$ cat src/rtl/mem_stage_data_port.sv
// MEM pipeline stage: passes non-memory instructions straight to MEM/WB and runs
// one blocking data-memory access at a time, with an ack timeout that completes as a fault.
module mem_stage_data_port #(
   parameter int unsigned TIMEOUT_CYCLES = 15
) (
   input  logic        clock,
   input  logic        reset,
   input  logic        ex_mem_valid,
   input  logic [1:0]  ex_mem_op,
   input  logic [7:0]  ex_mem_data_top,
   input  logic [7:0]  ex_mem_data_bot,
   input  logic [7:0]  ex_mem_store_data,
   output logic        dmem_req,
   output logic        dmem_we,
   output logic [15:0] dmem_addr,
   output logic [7:0]  dmem_wdata,
   input  logic        dmem_ack,
   input  logic [7:0]  dmem_rdata,
   output logic        stall,
   output logic        mem_wb_valid,
   output logic [7:0]  mem_wb_data_top,
   output logic [7:0]  mem_wb_data_bot,
   output logic        mem_fault
);

   localparam int unsigned CNT_W = 4;
   localparam logic [1:0] OP_LOAD  = 2'b01;
   localparam logic [1:0] OP_STORE = 2'b10;
   localparam logic [CNT_W-1:0] CNT_LAST = CNT_W'(TIMEOUT_CYCLES - 1);

   typedef enum logic {
      ST_IDLE   = 1'b0,
      ST_ACCESS = 1'b1
   } state_t;

   state_t           r_state, w_state;
   logic [CNT_W-1:0] r_cnt, w_cnt;
   logic             r_we, w_we;
   logic [15:0]      r_addr, w_addr;
   logic [7:0]       r_wdata, w_wdata;
   logic             r_wb_valid, w_wb_valid;
   logic [7:0]       r_wb_top, w_wb_top;
   logic [7:0]       r_wb_bot, w_wb_bot;
   logic             r_fault, w_fault;
   logic             w_is_mem;
   logic             w_timeout;
   logic             w_stall;

   assign w_is_mem  = ex_mem_valid && ((ex_mem_op == OP_LOAD) || (ex_mem_op == OP_STORE));
   assign w_timeout = (r_state == ST_ACCESS) && !dmem_ack && (r_cnt == CNT_LAST);

   // Next-state and next-output logic
   always_comb begin
      w_state    = r_state;
      w_cnt      = r_cnt;
      w_we       = r_we;
      w_addr     = r_addr;
      w_wdata    = r_wdata;
      w_wb_valid = 1'b0;
      w_wb_top   = r_wb_top;
      w_wb_bot   = r_wb_bot;
      w_fault    = r_fault;
      w_stall    = 1'b0;
      case (r_state)
         ST_IDLE: begin
            if (w_is_mem) begin
               w_state = ST_ACCESS;
               w_cnt   = '0;
               w_we    = (ex_mem_op == OP_STORE);
               w_addr  = {ex_mem_data_top, ex_mem_data_bot};
               w_wdata = ex_mem_store_data;
               w_stall = 1'b1;
            end else if (ex_mem_valid) begin
               w_wb_valid = 1'b1;
               w_wb_top   = ex_mem_data_top;
               w_wb_bot   = ex_mem_data_bot;
               w_fault    = 1'b0;
            end
         end
         ST_ACCESS: begin
            // Ack takes priority over a timeout landing in the same cycle
            if (dmem_ack) begin
               w_state    = ST_IDLE;
               w_wb_valid = 1'b1;
               w_fault    = 1'b0;
               w_wb_top   = r_we ? r_addr[15:8] : 8'h00;
               w_wb_bot   = r_we ? r_addr[7:0]  : dmem_rdata;
            end else if (w_timeout) begin
               w_state    = ST_IDLE;
               w_wb_valid = 1'b1;
               w_fault    = 1'b1;
               w_wb_top   = 8'h00;
               w_wb_bot   = 8'h00;
            end else begin
               w_cnt   = r_cnt + 4'd1;
               w_stall = 1'b1;
            end
         end
         default: w_state = ST_IDLE;
      endcase
      if (reset) w_stall = 1'b0;
   end

   // State and output registers
   always_ff @(posedge clock) begin
      if (reset) begin
         r_state    <= ST_IDLE;
         r_cnt      <= '0;
         r_we       <= 1'b0;
         r_addr     <= 16'h0000;
         r_wdata    <= 8'h00;
         r_wb_valid <= 1'b0;
         r_wb_top   <= 8'h00;
         r_wb_bot   <= 8'h00;
         r_fault    <= 1'b0;
      end else begin
         r_state    <= w_state;
         r_cnt      <= w_cnt;
         r_we       <= w_we;
         r_addr     <= w_addr;
         r_wdata    <= w_wdata;
         r_wb_valid <= w_wb_valid;
         r_wb_top   <= w_wb_top;
         r_wb_bot   <= w_wb_bot;
         r_fault    <= w_fault;
      end
   end

   assign dmem_req        = (r_state == ST_ACCESS);
   assign dmem_we         = r_we;
   assign dmem_addr       = r_addr;
   assign dmem_wdata      = r_wdata;
   assign stall           = w_stall;
   assign mem_wb_valid    = r_wb_valid;
   assign mem_wb_data_top = r_wb_top;
   assign mem_wb_data_bot = r_wb_bot;
   assign mem_fault       = r_fault;

endmodule

$ cat config.mk
export PLATFORM = sky130hd
export DESIGN_NAME = mem_stage_data_port
export DESIGN_NICKNAME = d
export VERILOG_FILES = /design/src/rtl/mem_stage_data_port.sv
export SDC_FILE = /design/constraint.sdc
export NUM_CORES = 1
export LEC_CHECK = 0
export BUFFER_PORTS_ARGS = -buffer_cell sky130_fd_sc_hd__buf_4
export CAP_MARGIN = 10
export CORE_MARGIN = 4
export CORE_UTILIZATION = 45
export DETAILED_ROUTE_END_ITERATION = 8
export PLACE_DENSITY_LB_ADDON = 0.12
export SYNTH_ARGS = -nofsm -noshare
export SYNTH_HDL_FRONTEND = slang
export SYNTH_SLANG_ARGS = --single-unit
$ cat constraint.sdc
create_clock -name clock -period 2.7 [get_ports clock]
set_clock_uncertainty 0.05 [all_clocks]
set_input_delay 0.675 -clock clock [delete_from_list [all_inputs] [get_ports clock]]
set_output_delay 0.675 -clock clock [all_outputs]
set_load 0.05 [all_outputs]
==> results.md, run 1 <==
- Max_slew headroom: 65.8%
- Mapped cell area: 0.00242 mm²
- Placed cell area: 0.00305 mm²
- FILL cells: 473
- Die Area: 0.00663 mm²
- CP peak stage delay: 240 ps
- Hold crit path type: reg -> reg
- Netlist cell types: 33
- Hold Fails Final Rpt: 0
- Max Cap Viol: 0
- Register area: 961 µm²
- Largest net degree at the start of global routing: 34
- Reg clk slew, reported paths: 80 ps
- Fin nets: 385
- Starting density of the core: 46.9%
- Sequential area share after synthesis: 39.6%
- Worst setup EP type: output pin
- Number of enable flip-flop cells after synthesis: 0
- Via-per-instance ratio: 5.24
- Syn Area/Cell: 8.95 µm²
- Top cells by area, synth: dfxtp_1 (40%), a21oi_1 (9.3%), nand2_1 (5.1%), mux2_4 (5.0%), nand2_2 (4.6%)
- CP required: 1980 ps
- Final Power: 1.72 mW
- VDD IR-drop max: 270 µV
- Diodes inserted: 0
- Synthesis-stage register bit count: 48
- Post-route DRC: 0
- Share of cells above drive strength 1: 41.6%
- Post-layout instance area: 0.00313 mm²
- Worst setup SP type: primary input
- Final max-slew violation count: 0
- DRT antenna net count: 0
- Worst-Skew Late Latency: 300 ps
- Setup TNS: 0 ps
- Fmax: 410 MHz
- Post-route minimum period: 2440 ps
- Die Wd: 81.4 µm
- Drt pass-1 iters: 4
- Max Root-Sink Buffers: 2
- Pwr dens: 549 mW/mm²
- Placed Instances: 407
- CP cell instances: buf_4 > inv_1 > ha_4 > nor3b_4 > a21oi_1 > nor2_4 > buf_4
- Wire per inst: 14.3 µm
- Most common cell in the netlist: dfxtp_1
- Pre-CTS setup slack: 257 ps
- Syn Inst Count: 271
- Crit-path max FO: 11
- Ys flop type: dfxtp_1
- Post_cts resized: 0
- Vias: 2,171
- CTS buffer count: 5
- Final worst slack: 259 ps
- Core area: 0.00517 mm²
- Largest area contributor in the netlist: dfxtp_1
- Htree depth: 2
- Die Ht: 81.4 µm
- Actual slew at the worst max-slew pin: 512 ps
- TritonCTS clock tree: done
- Crit-path most repeated cell: buf_4
- Placement Rows: 26
- Final setup vio count: 0
- Port-buffer cells: 82
- Fin cells: 414
- Layout area overhead: 29.1%
- Final core utilization: 60.5%
- Initial antenna violation count: 0
- Clk sinks: 48
- Number of buffers added for setup after CTS: 0
- GRT overflow: 0
- DR iter-0 viols: 119
- Outcome: completed
- Leak: 1.34 nW
- Critical Setup Path Class: in -> out
- Placed wire-length estimate: 4210 µm
- Multi-input combinational cell area: 0.00132 mm²
- Async S/R FF share, synth: 0%
- Post-route clock period utilization: 90.4%
- Synth cell count leaders: dfxtp_1 (48), a21oi_1 (45), nand2_1 (33)
- Root Buffer: clkbuf_8
- Ys Warns: 0
- Ports: 83
- Top cell type's share of synthesized area: 39.6%
- WHS: 411 ps
- Cts hold-fix bufs: 0
- RSZ-0062 raised after global routing: false
- Arr. time, crit path: 1720 ps
- Max stage delay cell, worst path: ha_4
- Synth Net Count: 312
- Number of global-route vias before repair: 2,023
- First-pass GRT wire length: 9620 µm
- All-Layer GR Usage: 18.8%
- WL final: 5940 µm
- Routability cong.: 0.761
cell usage in the layout, fill, tap and decap left out, types with 2 or more instances in the layout:
cell	n
mux2_4	8
inv_1	3
a21oi_2	10
nand2b_1	9
nand2_2	18
mux2_2	8
buf_4	90
o211ai_1	2
o311ai_0	8
dfxtp_1	48
nand2_1	33
nand3_1	5
nor2b_1	17
ha_1	2
a21oi_1	45
clkbuf_8	5
nand4_1	8
a211o_1	8
or3_1	2
cell type report:
class / instances / share of cell area [%]
Clock inverter: 1 / 0.160
Inverter: 3 / 0.360
Clock buffer: 6 / 2.32
Sequential cell: 48 / 30.7
Multi-Input combinational cell: 196 / 42.1
Timing Repair Buffer: 90 / 21.6
Tap cell: 70 / 2.80
per-layer routing:
| metal | GRT usage (%) | routed length (µm) | share of wire (%) |
|---|---|---|---|
| met5 | 0 | 0 | 0 |
| met3 | 4.55 | 373 | 6.3 |
| met1 | 23.7 | 2630 | 44 |
| met4 | 6.59 | 86 | 1.4 |
| met2 | 31.1 | 2850 | 48 |
critical path: cells and delay by family:
family	cells	cell delay, ps
buffers and inverters	3	380
AOI/OAI and AO/OA	1	90
and+or+nand+nor	2	330
adders and majority gates	1	240
sequential cells by signal, indices dropped and copies added (netlist names):
signal / cells
dmem_req: 1
mem_fault: 1
dmem_wdata: 8
dmem_we: 1
r_cnt: 4
mem_wb_data_bot: 8
mem_wb_data_top: 8
mem_wb_valid: 1
dmem_addr: 16
cell families after synthesis:
kind of cell,synth area share [%]
DFF,39.6
AOI/OAI and AO/OA,20.4
buffers and inverters,6.91
adders and majority gates,1.55
muxes,9.08
and+or+nand+nor,22.4
where the power goes:
part	internal [mW]	switching, mW	leakage, nW	total, mW
sequential	0.756	0.0386	0.393	0.795
combinational	0.199	0.325	0.905	0.525
clock	0.176	0.223	0.0410	0.400
worst paths after layout:
kind                   endpoint  cells past startpoint          start  slack (ps)
setup / recovery          stall                      7   ex_mem_op[0]         260
hold / removal    dmem_wdata[2]                      2  dmem_wdata[2]         410
setup reg to reg       r_cnt[3]                      4       dmem_req         590
hold reg to reg   dmem_wdata[2]                      2  dmem_wdata[2]         410
Note: power is estimated with default switching activity, not from simulation.
==> run 2: changes to the inputs <==
--- a/config.mk
+++ b/config.mk
@@ -5,6 +5,7 @@
 export SDC_FILE = /design/constraint.sdc
 export NUM_CORES = 1
 export LEC_CHECK = 0
+export ABC_AREA = 1
 export BUFFER_PORTS_ARGS = -buffer_cell sky130_fd_sc_hd__buf_4
 export CAP_MARGIN = 10
 export CORE_MARGIN = 4
==> run 2 against run 1 <==
  * Hold slack improved by 6.8 ps
  * Global-route usage fell by 0.13 points
  * Via count fell by 1.0%
  * Non-clock buffer count fell by 5
  * Count of clock-buffer cells in the layout fell by 1
  * First-iteration DRC count fell by 3.4%
  * Largest power group unchanged
==> results.md, run 2 <==
- Cts hold-fix bufs: 0 (unchanged)
- Number of enable flip-flop cells after synthesis: 0 (unchanged)
- Final worst slack: 275 ps (+16.5 ps)
- Largest area contributor in the netlist: dfxtp_1
- GRT overflow: 0 (unchanged)
- Post_cts resized: 0 (unchanged)
- Post-route minimum period: 2420 ps (-16.5 ps)
- Setup TNS: 0 ps (unchanged)
- Fmax: 412 MHz (+0.68%)
- Die Wd: 77.5 µm (-4.8%)
- Ys flop type: dfxtp_1
- Routability cong.: 0.790 (+3.9%)
- Netlist cell types: 19 (-42%)
- Fin nets: 446 (+16%)
- Share of cells above drive strength 1: 24.9% (-17 points)
- Die Area: 0.00601 mm² (-9.4%)
- Post-route DRC: 0 (unchanged)
- Crit-path max FO: 2 (-9)
- Pwr dens: 622 mW/mm² (+13%)
- WL final: 5390 µm (-9.1%)
- XOR/XNOR Fraction of Synth Area: 0% (unchanged)
- Port-buffer cells: 82 (unchanged)
- Worst Path Buf+Inv: 3 (unchanged)
- Reg-to-Reg End: mem_wb_data_bot[1]
- Most frequent cells in the layout: nand2_1 (122), buf_4 (85), dfxtp_1 (48)
- Worst setup SP type: primary input
- Synth Net Count: 369 (+18%)
- Combinational power share: 27.8% (-2.7 points)
- Sw power: 0.612 mW (+4.3%)
- Max_slew headroom: 71.1% (+5.3 points)
- Final Power: 1.80 mW (+5.0%)
- Max Cap Viol: 0 (unchanged)
- Most common cell in the netlist: nand2_1
- FF-to-FF path depth: 6 (+2)
- RSZ-0062 raised after global routing: false
- Starting density of the core: 46.3% (-0.56 points)
- Max Root-Sink Buffers: 2 (unchanged)
- Max FFs per register: 16 (unchanged)
- Vias: 2,149 (-1.0%)
- Top cells by area, synth: dfxtp_1 (44%), nand2_1 (21%), nor2_1 (8.1%), inv_1 (5.2%), o21ai_0 (5.1%)
- Diodes inserted: 0 (unchanged)
- VDD IR-drop max: 344 µV (+28%)
- Largest family of logic cells by synthesized area: simple AND/OR/NAND/NOR gates
- Number of global-route vias before repair: 2,015 (-0.40%)
- Root Buffer: clkbuf_8
- Layout area overhead: 33.4%
- CP required: 1980 ps (about the same)
- Placement Rows: 25 (-3.8%)
- Seq pwr share: 43.7% (-2.5 points)
- Hold crit path type: reg -> reg
- Sw Ratio: 33.9% (-0.22 points)
- Worst setup EP type: output pin
- Worst-Skew Late Latency: 290 ps (about the same)
- Ys Warns: 0 (unchanged)
- Max stage delay cell, worst path: ha_1
- Clock share of power: 28.4% (+5.2 points)
- Syn Area/Cell: 6.63 µm² (-26%)
- Number of buffers added for setup after CTS: 0 (unchanged)
- Synth cell count leaders: nand2_1 (122), dfxtp_1 (48), nor2_1 (47)
- Placed wire-length estimate: 3830 µm (-9.1%)
- All-Layer GR Usage: 18.7% (-0.13 points)
- TritonCTS clock tree: done
- Final setup vio count: 0 (unchanged)
- DR iter-0 viols: 115 (-3.4%)
- Hold Fails Final Rpt: 0 (unchanged)
- Mux cell area share after synthesis: 0% (-9.1 points)
- DRT antenna net count: 0 (unchanged)
- Most common cell after layout, fill and taps aside: nand2_1
- Top delay family on crit path: buffers and inverters
- Hold path start: dmem_wdata[2]
- Actual slew at the worst max-slew pin: 433 ps (-79.4 ps)
- Htree depth: 2 (unchanged)
- FILL cells: 454 (-4.0%)
- Final max-slew violation count: 0 (unchanged)
- Async S/R FF share, synth: 0% (unchanged)
- Compound-cell area share of the yosys netlist: 8.64% (-12 points)
- Adder-cell share of the synthesized area: 1.73% (+0.18 points)
- Wire per inst: 11.7 µm (-18%)
- Top cell type's share of synthesized area: 44.2% (+4.6 points)
- CTS buffer count: 5 (unchanged)
- First-pass GRT wire length: 9150 µm (-4.9%)
- Pre-CTS setup slack: 270 ps (+12.7 ps)
- Hold Crit Depth: 2 (unchanged)
- Ports: 83 (unchanged)
- Hold endpoint: dmem_wdata[2]
- Register area: 961 µm² (unchanged)
- Core area: 0.00469 mm² (-9.3%)
- CP peak stage delay: 300 ps (+60 ps)
- Syn Inst Count: 328 (+21%)
- Synth Area in Simple Gates: 35.2% (+13 points)
- Mapped cell area: 0.00217 mm² (-10%)
- Arr. time, crit path: 1700 ps (-20 ps)
- Reg-to-reg startpoint: dmem_req
- Post-route clock period utilization: 89.8% (-0.61 points)
- Via-per-instance ratio: 4.67 (-11%)
- Crit-path most repeated cell: buf_4
- Multi-input combinational cell area: 995 µm² (-24%)
- Internal power: 1.19 mW (+5.3%)
- Drt pass-1 iters: 4 (unchanged)
- Reg clk slew, reported paths: 80 ps (about the same)
- Critical Setup Path Class: in -> out
- Final core utilization: 61.8% (+1.3 points)
- Sequential area share after synthesis: 44.2% (+4.6 points)
- Leak: 1.45 nW (+8.6%)
- Initial antenna violation count: 0 (unchanged)
- Largest net degree at the start of global routing: 35 (+2.9%)
- Synthesis-stage register bit count: 48 (unchanged)
- CP cell instances: buf_4 > inv_1 > ha_1 > nor2_1 > nand2_4 > a21oi_2 > buf_4
- Clk sinks: 48 (unchanged)
- R2r setup slk: 950 ps (+360 ps)
- Die Ht: 77.5 µm (-4.8%)
- Outcome: completed
## run 2: cells by family after synthesis
| group | count (synthesis) |
|---|---|
| simple gates | 191 |
| buf+inv | 49 |
| flops | 48 |
| compound gates | 37 |
| fa+ha+maj | 3 |
## run 2: per-layer routing
| layer | part of all wire (%) | track usage (%) |
|---|---|---|
| met2 | 47 | 31.3 |
| met3 | 6.8 | 5.45 |
| met5 | 0 | 0 |
| met4 | 0.54 | 5.34 |
| met1 | 45 | 23.3 |
## run 2: worst max-delay path by stage
stage                     depth (start not counted)    startpoint    end
final                                             7  ex_mem_op[0]  stall
after global routing                              7  ex_mem_op[0]  stall
after CTS                                         7  ex_mem_op[0]  stall
after detailed placement                          7  ex_mem_op[0]  stall
after global placement                            7  ex_mem_op[0]  stall
after floorplan                                   6  ex_mem_op[0]  stall
## run 2: power groups by stage
stage	registers, mW	logic, mW	clock network, mW
floorplan	0.982	0.173	0
global placement	0.804	0.503	0
finish	0.789	0.502	0.513
CTS	0.789	0.508	0.525
global route	0.796	0.546	0.559
detailed placement	0.805	0.506	0
## run 2: stage by stage
stage / hold WS [ps] / cells / instance area [µm²]
floorplan: 400 / 328 / 2180
global placement: 403 / 452 / 2790
detailed placement: 407 / 452 / 2790
CTS: 420 / 460 / 2900
global route: 445 / 460 / 2900
finish: 417 / 460 / 2900
## run 2: worst reg2reg max path, cell delays in order, from the launching register on
cell and delay, ps:
dfxtp_1 340, inv_2 310, nor2_2 70, nand2_1 200
nand3_4 350, nor2_1 270, nor2_1 70
## run 2: layout make-up
type / count / area share, %
Sequential cell: 48 / 33.1
Inverter: 34 / 4.40
Multi-Input combinational cell: 231 / 34.3
Timing Repair Buffer: 85 / 22.0
Tap cell: 54 / 2.33
Clock buffer: 5 / 2.37
Clock inverter: 3 / 1.47
